==> src/rtl/usb3_descramble_pkg.sv <==
// Shared USB 3.0 symbol constants and the byte-wide scrambler LFSR step.
// The same step function is used on the TX side so loopback is the identity.
package usb3_descramble_pkg;

  localparam logic [7:0]  K_COM             = 8'hBC;
  localparam logic [7:0]  K_SKP             = 8'h3C;
  localparam logic [15:0] LFSR_SEED_DEFAULT = 16'h7DBD;
  // x^16 + x^5 + x^4 + x^3 + 1, Galois form, MSB is the output bit
  localparam logic [15:0] LFSR_TAPS         = 16'h0039;
  localparam int          ACC_SYMS          = 7;

  typedef enum logic [1:0] {
    SYM_DATA,
    SYM_COM,
    SYM_SKP,
    SYM_KOTHER
  } sym_kind_t;

  typedef struct packed {
    logic [15:0] state;
    logic [7:0]  ks;
  } lfsr_step_t;

  // Eight serial steps; keystream bit 0 is produced first.
  function automatic lfsr_step_t lfsr_step8(input logic [15:0] state_in);
    lfsr_step_t r;
    r.state = state_in;
    r.ks    = 8'h00;
    for (int i = 0; i < 8; i++) begin
      r.ks[i] = r.state[15];
      r.state = {r.state[14:0], 1'b0} ^ (r.state[15] ? LFSR_TAPS : 16'h0000);
    end
    return r;
  endfunction

endpackage

==> src/rtl/usb3_rx_pack.sv <==
// Seven-symbol accumulator that repacks 0..4 surviving symbols per cycle
// into dense 4-symbol words; flush discards leftovers (bypass mode).
module usb3_rx_pack
  import usb3_descramble_pkg::*;
(
  input  logic        local_clk,
  input  logic        reset,
  input  logic        flush,
  input  logic [31:0] symbols,
  input  logic [3:0]  k,
  input  logic [2:0]  count,
  output logic [31:0] out_data,
  output logic [3:0]  out_datak,
  output logic        out_valid
);

  localparam int ACC_W = 8 * ACC_SYMS;

  logic [ACC_W-1:0]    acc_data_reg;
  logic [ACC_SYMS-1:0] acc_k_reg;
  logic [2:0]          acc_cnt_reg;

  logic [ACC_W-1:0]    comb_data;
  logic [ACC_SYMS-1:0] comb_k;
  logic [2:0]          cnt_eff;
  logic [3:0]          total;
  logic [3:0]          total_m4;

  // New symbols are left-aligned and slid in right behind the leftovers;
  // unused lanes upstream are zero so a plain OR merges them.
  always_comb begin
    cnt_eff   = flush ? 3'd0 : acc_cnt_reg;
    comb_data = (flush ? {ACC_W{1'b0}} : acc_data_reg)
              | ({symbols, 24'h000000} >> {cnt_eff, 3'b000});
    comb_k    = (flush ? {ACC_SYMS{1'b0}} : acc_k_reg)
              | ({k, 3'b000} >> cnt_eff);
    total     = {1'b0, cnt_eff} + {1'b0, count};
    total_m4  = total - 4'd4;
  end

  always_ff @(posedge local_clk) begin
    if (reset) begin
      acc_data_reg <= '0;
      acc_k_reg    <= '0;
      acc_cnt_reg  <= 3'd0;
      out_data     <= 32'h0;
      out_datak    <= 4'h0;
      out_valid    <= 1'b0;
    end else if (total >= 4'd4) begin
      out_data     <= comb_data[ACC_W-1 -: 32];
      out_datak    <= comb_k[ACC_SYMS-1 -: 4];
      out_valid    <= 1'b1;
      acc_data_reg <= {comb_data[ACC_W-33:0], 32'h0};
      acc_k_reg    <= {comb_k[ACC_SYMS-5:0], 4'h0};
      acc_cnt_reg  <= total_m4[2:0];
    end else begin
      out_valid    <= 1'b0;
      acc_data_reg <= comb_data;
      acc_k_reg    <= comb_k;
      acc_cnt_reg  <= total[2:0];
    end
  end

endmodule

==> src/rtl/usb3_descramble.sv <==
// USB 3.0 RX descrambler: strips SKP, descrambles with COM-reseeded LFSR, repacks.
// Define USB3_RX_SKP_STATS_EN to build the saturating skp_total counter.
module usb3_descramble
  import usb3_descramble_pkg::*;
#(
  parameter logic [15:0] LFSR_SEED = LFSR_SEED_DEFAULT,
  parameter int          STRIP_SKP = 1
) (
  input  logic        local_clk,
  input  logic        reset,
  input  logic        enable,
  input  logic [31:0] in_data,
  input  logic [3:0]  in_datak,
  input  logic        in_valid,
  output logic [31:0] out_data,
  output logic [3:0]  out_datak,
  output logic        out_valid,
  output logic [2:0]  skp_removed,
  output logic [15:0] skp_total
);

  logic [7:0] lane_byte [4];
  sym_kind_t  lane_kind [4];

  generate
    for (genvar gi = 0; gi < 4; gi++) begin : g_lane
      assign lane_byte[gi] = in_data[31-8*gi -: 8];
      always_comb begin
        lane_kind[gi] = SYM_DATA;
        if (in_datak[3-gi]) begin
          if (lane_byte[gi] == K_COM)      lane_kind[gi] = SYM_COM;
          else if (lane_byte[gi] == K_SKP) lane_kind[gi] = SYM_SKP;
          else                             lane_kind[gi] = SYM_KOTHER;
        end
      end
    end
  endgenerate

  logic [15:0] lfsr_reg;
  logic [31:0] s1_data_reg;
  logic [3:0]  s1_k_reg;
  logic [2:0]  s1_cnt_reg;
  logic [2:0]  s1_skp_reg;
  logic        s1_bypass_reg;
  logic [2:0]  skp_removed_reg;

  logic [15:0] lfsr_next;
  logic [31:0] pack_d;
  logic [3:0]  pack_k;
  logic [2:0]  pack_n;
  logic [2:0]  skp_n;
  logic [31:0] aligned_d;
  logic [3:0]  aligned_k;
  lfsr_step_t  step;

  // Lanes are walked in time order so each COM reseeds for the lanes after it.
  always_comb begin
    lfsr_next = lfsr_reg;
    pack_d    = 32'h0;
    pack_k    = 4'h0;
    pack_n    = 3'd0;
    skp_n     = 3'd0;
    step      = '0;
    for (int i = 0; i < 4; i++) begin
      case (lane_kind[i])
        SYM_COM: begin
          pack_d    = {pack_d[23:0], lane_byte[i]};
          pack_k    = {pack_k[2:0], 1'b1};
          pack_n    = pack_n + 3'd1;
          lfsr_next = LFSR_SEED;
        end
        SYM_SKP: begin
          if (STRIP_SKP != 0) begin
            skp_n = skp_n + 3'd1;
          end else begin
            pack_d = {pack_d[23:0], lane_byte[i]};
            pack_k = {pack_k[2:0], 1'b1};
            pack_n = pack_n + 3'd1;
          end
        end
        SYM_KOTHER: begin
          step      = lfsr_step8(lfsr_next);
          pack_d    = {pack_d[23:0], lane_byte[i]};
          pack_k    = {pack_k[2:0], 1'b1};
          pack_n    = pack_n + 3'd1;
          lfsr_next = step.state;
        end
        default: begin
          step      = lfsr_step8(lfsr_next);
          pack_d    = {pack_d[23:0], lane_byte[i] ^ step.ks};
          pack_k    = {pack_k[2:0], 1'b0};
          pack_n    = pack_n + 3'd1;
          lfsr_next = step.state;
        end
      endcase
    end
    aligned_d = pack_d << {3'd4 - pack_n, 3'b000};
    aligned_k = pack_k << (3'd4 - pack_n);
  end

  always_ff @(posedge local_clk) begin
    if (reset) begin
      lfsr_reg        <= LFSR_SEED;
      s1_data_reg     <= 32'h0;
      s1_k_reg        <= 4'h0;
      s1_cnt_reg      <= 3'd0;
      s1_skp_reg      <= 3'd0;
      s1_bypass_reg   <= 1'b0;
      skp_removed_reg <= 3'd0;
    end else begin
      skp_removed_reg <= s1_skp_reg;
      if (!enable) begin
        lfsr_reg      <= LFSR_SEED;
        s1_data_reg   <= in_valid ? in_data : 32'h0;
        s1_k_reg      <= in_valid ? in_datak : 4'h0;
        s1_cnt_reg    <= in_valid ? 3'd4 : 3'd0;
        s1_skp_reg    <= 3'd0;
        s1_bypass_reg <= 1'b1;
      end else if (in_valid) begin
        lfsr_reg      <= lfsr_next;
        s1_data_reg   <= aligned_d;
        s1_k_reg      <= aligned_k;
        s1_cnt_reg    <= pack_n;
        s1_skp_reg    <= skp_n;
        s1_bypass_reg <= 1'b0;
      end else begin
        s1_data_reg   <= 32'h0;
        s1_k_reg      <= 4'h0;
        s1_cnt_reg    <= 3'd0;
        s1_skp_reg    <= 3'd0;
        s1_bypass_reg <= 1'b0;
      end
    end
  end

  usb3_rx_pack u_pack (
    .local_clk (local_clk),
    .reset     (reset),
    .flush     (s1_bypass_reg),
    .symbols   (s1_data_reg),
    .k         (s1_k_reg),
    .count     (s1_cnt_reg),
    .out_data  (out_data),
    .out_datak (out_datak),
    .out_valid (out_valid)
  );

  assign skp_removed = skp_removed_reg;

`ifdef USB3_RX_SKP_STATS_EN
  logic [15:0] skp_total_reg;
  logic [16:0] skp_sum;
  assign skp_sum = {1'b0, skp_total_reg} + {14'h0, skp_removed_reg};
  always_ff @(posedge local_clk) begin
    if (reset) skp_total_reg <= 16'h0000;
    else       skp_total_reg <= skp_sum[16] ? 16'hFFFF : skp_sum[15:0];
  end
  assign skp_total = skp_total_reg;
`else
  assign skp_total = 16'h0000;
`endif

endmodule

==> config.mk <==
export PLATFORM = sky130hd
export DESIGN_NAME = usb3_descramble
export DESIGN_NICKNAME = d
export VERILOG_FILES = /design/src/rtl/usb3_descramble_pkg.sv /design/src/rtl/usb3_rx_pack.sv /design/src/rtl/usb3_descramble.sv
export SDC_FILE = /design/constraint.sdc
export NUM_CORES = 1
export LEC_CHECK = 0
export ABC_AREA = 1
export BUFFER_PORTS_ARGS = -buffer_cell sky130_fd_sc_hd__buf_4
export CAP_MARGIN = 20
export CELL_PAD_IN_SITES_DETAIL_PLACEMENT = 2
export CELL_PAD_IN_SITES_GLOBAL_PLACEMENT = 2
export CORE_MARGIN = 4
export CORE_UTILIZATION = 35
export CTS_BUF_LIST = sky130_fd_sc_hd__clkbuf_16
export DETAILED_ROUTE_END_ITERATION = 10
export PLACE_DENSITY_LB_ADDON = 0.1
export SLEW_MARGIN = 20
export SYNTH_ARGS = -nofsm -noshare
export SYNTH_HDL_FRONTEND = slang
export SYNTH_HIERARCHICAL = 1
export SYNTH_SLANG_ARGS = --single-unit
==> constraint.sdc <==
create_clock -name local_clk -period 6.9 [get_ports local_clk]
set_input_delay 1.38 -clock local_clk [delete_from_list [all_inputs] [get_ports local_clk]]
set_output_delay 1.38 -clock local_clk [all_outputs]
set_load 0.005 [all_outputs]
==> results by group <==
Critical path
  • Critical path cell sequence: buf_4, inv_1, nand2_1, nor2_4, nand3_1, nor2_2, ha_1, inv_1, nor2_1, nor2_4, inv_1, ha_1, o21ai_0, ha_1, inv_1, nand2_1, nand4_1, nor2_2, buf_4, nand3_1, o21ai_0, inv_1, a21oi_1
  • CP dominant cell by count: inv_1
  • CP bufs+invs: 7
  • Worst Path Arrival: around 5.3 ns
  • Crit Path Max Fanout: 34
  • R2r endpoint: u_pack/acc_data_reg[0]$_SDFF_PP0_
  • Cell count of the worst reg-to-reg path: 17
  • Startpoint Class: primary input
  • CP max stage cell: nor2_2
  • R2r setup slk: around 3.0 ns
  • Critical Path RT: about 7.3 ns
  • R2R Path Start: s1_bypass_reg$_SDFF_PP0_
  • Critical setup path kind: primary input to register
  • Top delay family on crit path: simple AND/OR/NAND/NOR gates
  • Crit path largest cell delay: 0.59 ns
  • Worst Setup End Kind: register

Logic synthesis
  • Yosys top cell area share: 26.92%
  • Sequential share of the synthesized area: between 20% and 30%
  • Area leader, netlist: dfxtp_1
  • Dominant synthesized flop cell: dfxtp_1
  • Largest cells by area after synthesis: dfxtp_1 27%, nand2_1 23%, nand3_1 13%, inv_1 5.4%, nor2_1 3.3%
  • Post-synthesis cell area: around 12000 um2
  • Synth warnings: 6
  • Syn Inst Count: just over 2000
  • Post-synth cell types: 47
  • Number of synthesized register bits: 165
  • Post-synth EDFFs: 0
  • Syn avg cell area: around 5.9 um2
  • Fraction of registers with async set/reset: 0%

Die
  • Die area: between 30000 and 40000 um2
  • Initial core utilization: about 36%
  • Core Area: between 30000 and 40000 um2
  • Die height: slightly below 200 um
  • Num rows: a little under 70
  • Io pins: between 90 and 100
  • DIE WIDTH: just under 200 um

Global route
  • Largest net degree at the start of global routing: 99
  • Met1 usage: 33.23%
  • Gr usage total: ~29%
  • Vias in the first global route: around 15000
  • Initial antenna violation count: 1
  • First-pass GRT wire length: approximately 87000 um
  • M3 GR Usage: 4.572%
  • GRT overflow: 0
  • Most crowded layer after global routing: met2
  • Met2 Use GR: roughly 51%

Placed design
  • Post-DP HPWL: between 40000 and 50000 um
  • IO Port Bufs: approximately 80
  • Final Wtd Congestion: a little over 0.9
  • Post-DP Area: approximately 13000 um2
  • Dpl cells: ~2500

Timing
  • Final hold violations: 0
  • RSZ-0062 raised after global routing: false
  • Setup TNS: 0 ns
  • Endpoints failing setup: 0
  • Fmax: roughly 200 MHz
  • Setup Skew: about 0.022 ns
  • Final Slew Violations: 0
  • Slew @ Worst Pin: around 1.1 ns
  • Max-slew headroom: around 28%
  • Tmin final: between 4 and 5 ns
  • Final period util: a little under three quarters

Clock network
  • Clock latency on the worst-skew pair: 0.47 ns
  • Clock transition at path regs: ~0.07 ns
  • Postcts setup bufs: 0
  • Htree depth: 4
  • Clock Tree Root: clkbuf_16
  • Total CTS buffers: 17
  • CTS tree: yes
  • Clk buf depth: 2
  • Cts-stage hold buffer count: 0
  • Resized cells post-CTS: 0
  • Clock sink count: about 170

Drt
  • Iter 0 DRT Violations: 700
  • DRC viols: 0
  • Via density: 5.479
  • First-pass iteration count of the detailed router: 5
  • Final ANT Viol Nets: 0
  • Final WL: between 50000 and 60000 um
  • Wire per inst: about 22 um
  • Total number of vias: 13950

Layout
  • Fin nets: roughly 2100
  • Fillers: approximately 4400
  • Synthesis-to-finish area growth: 10.73%
  • Max reg flops: 56
  • Cell Count, Final, Fillers Out: ~2500
  • Ant diodes: 0
  • Post-route cell area: between 10000 and 15000 um2
  • Fraction of layout cells with a size suffix above 1: a little under an eighth

Power and ir drop
  • Peak VDD IR: between 150 and 200 uV
  • Pwr/cell area: approximately 240 nW/um2
  • LEAKAGE: slightly below 0.007 uW

Run
  • Maxcap violations: 0

Hold path
  • WHS Path Cells: 2
  • Hold Path Origin: s1_skp_reg[0]$_SDFF_PP0_
  • Hold EP: skp_removed[0]$_SDFF_PP0_
  • Min-delay worst type: register to register

Outcome
  • Outcome: finished clean
-- area by class of cell --
type	count	area, um2	share of cell area, %
clock buffer	17	425.4	3.131
clock inverter	15	128.9	0.9485
inverter	203	765.7	5.636
multi-input combinational	1593	7646	56.28
sequential	165	3303	24.31
tap	455	569.3	4.190
timing repair buffer	98	748.2	5.507
-- layer usage --
metal / part of all wire [%] / routed length, um
met1: 41 / 22870
met3: 3.1 / 1723
met4: 6.0 / 3343
met5: 0.057 / 32
met2: 50 / 27880
-- cells in the final DEF, fill, tap and decap left out, drive strengths merged, types with 20 or more instances in the layout --
cell and instances:
a21oi 75, nand4 33, nand3 335, nor2 122, inv 204, nand2 801
dfxtp 165, xnor2 20, buf 98, o21ai 70
-- cell families after synthesis --
family / count (synthesis) / synth area share, %
flops: 165 / 26.92
compound gates: 209 / 10.09
buf+inv: 324 / 11.33
other cells: 1 / 0.03056
fa+ha+maj: 9 / 0.9177
simple gates: 1324 / 48.09
xor+xnor: 35 / 2.621
-- per-stage QoR --
| stage | total power (uW) | setup slack (ns) | hold WS (ns) | utilization (%) |
|---|---|---|---|---|
| CTS | 3272 | 1.999 | 0.4083 | 39.33 |
| finish | 3255 | 1.992 | 0.4049 | 39.33 |
| floorplan | 1900 | 2.164 | 0.3883 | - |
| detailed placement | 2312 | 1.515 | 0.3992 | 37.73 |
| global placement | 2262 | 1.721 | 0.3989 | 37.73 |
| global route | 3471 | 1.599 | 0.4279 | 39.33 |
-- how the worst max path moves through the flow --
| stage | start | to | cells past startpoint |
|---|---|---|---|
| 6_report | in_data[24] | s1_data_reg[28]$_SDFF_PP0_ | 23 |
| 5_1_grt | in_data[24] | s1_data_reg[18]$_SDFF_PP0_ | 23 |
| 4_1_cts | in_data[24] | s1_data_reg[28]$_SDFF_PP0_ | 23 |
| 3_5_place_dp | in_data[24] | s1_data_reg[18]$_SDFF_PP0_ | 23 |
| 3_3_place_gp | in_data[24] | s1_data_reg[18]$_SDFF_PP0_ | 23 |
| 2_1_floorplan | in_data[16] | s1_data_reg[28]$_SDFF_PP0_ | 22 |
-- worst min-delay path: stages, from the launching register on --
cell	delay [ns]
dfxtp_1	0.30
inv_1	0.04
nor2_1	0.03
-- power by group --
group / switching, uW / internal [uW]
sequential: 40.7 / 987
clock: 450 / 497
combinational: 912 / 368
-- cells in the mapped netlist (all sizes together), types with 19 or more instances --
library cell / instances
nor2: 122
nand4: 33
nand3: 335
o211ai: 19
nand2: 801
o21ai: 70
xnor2: 20
a21oi: 75
buf: 94
dfxtp: 165
inv: 199
clkbuf: 27
Note: power is estimated with default switching activity, not from simulation.
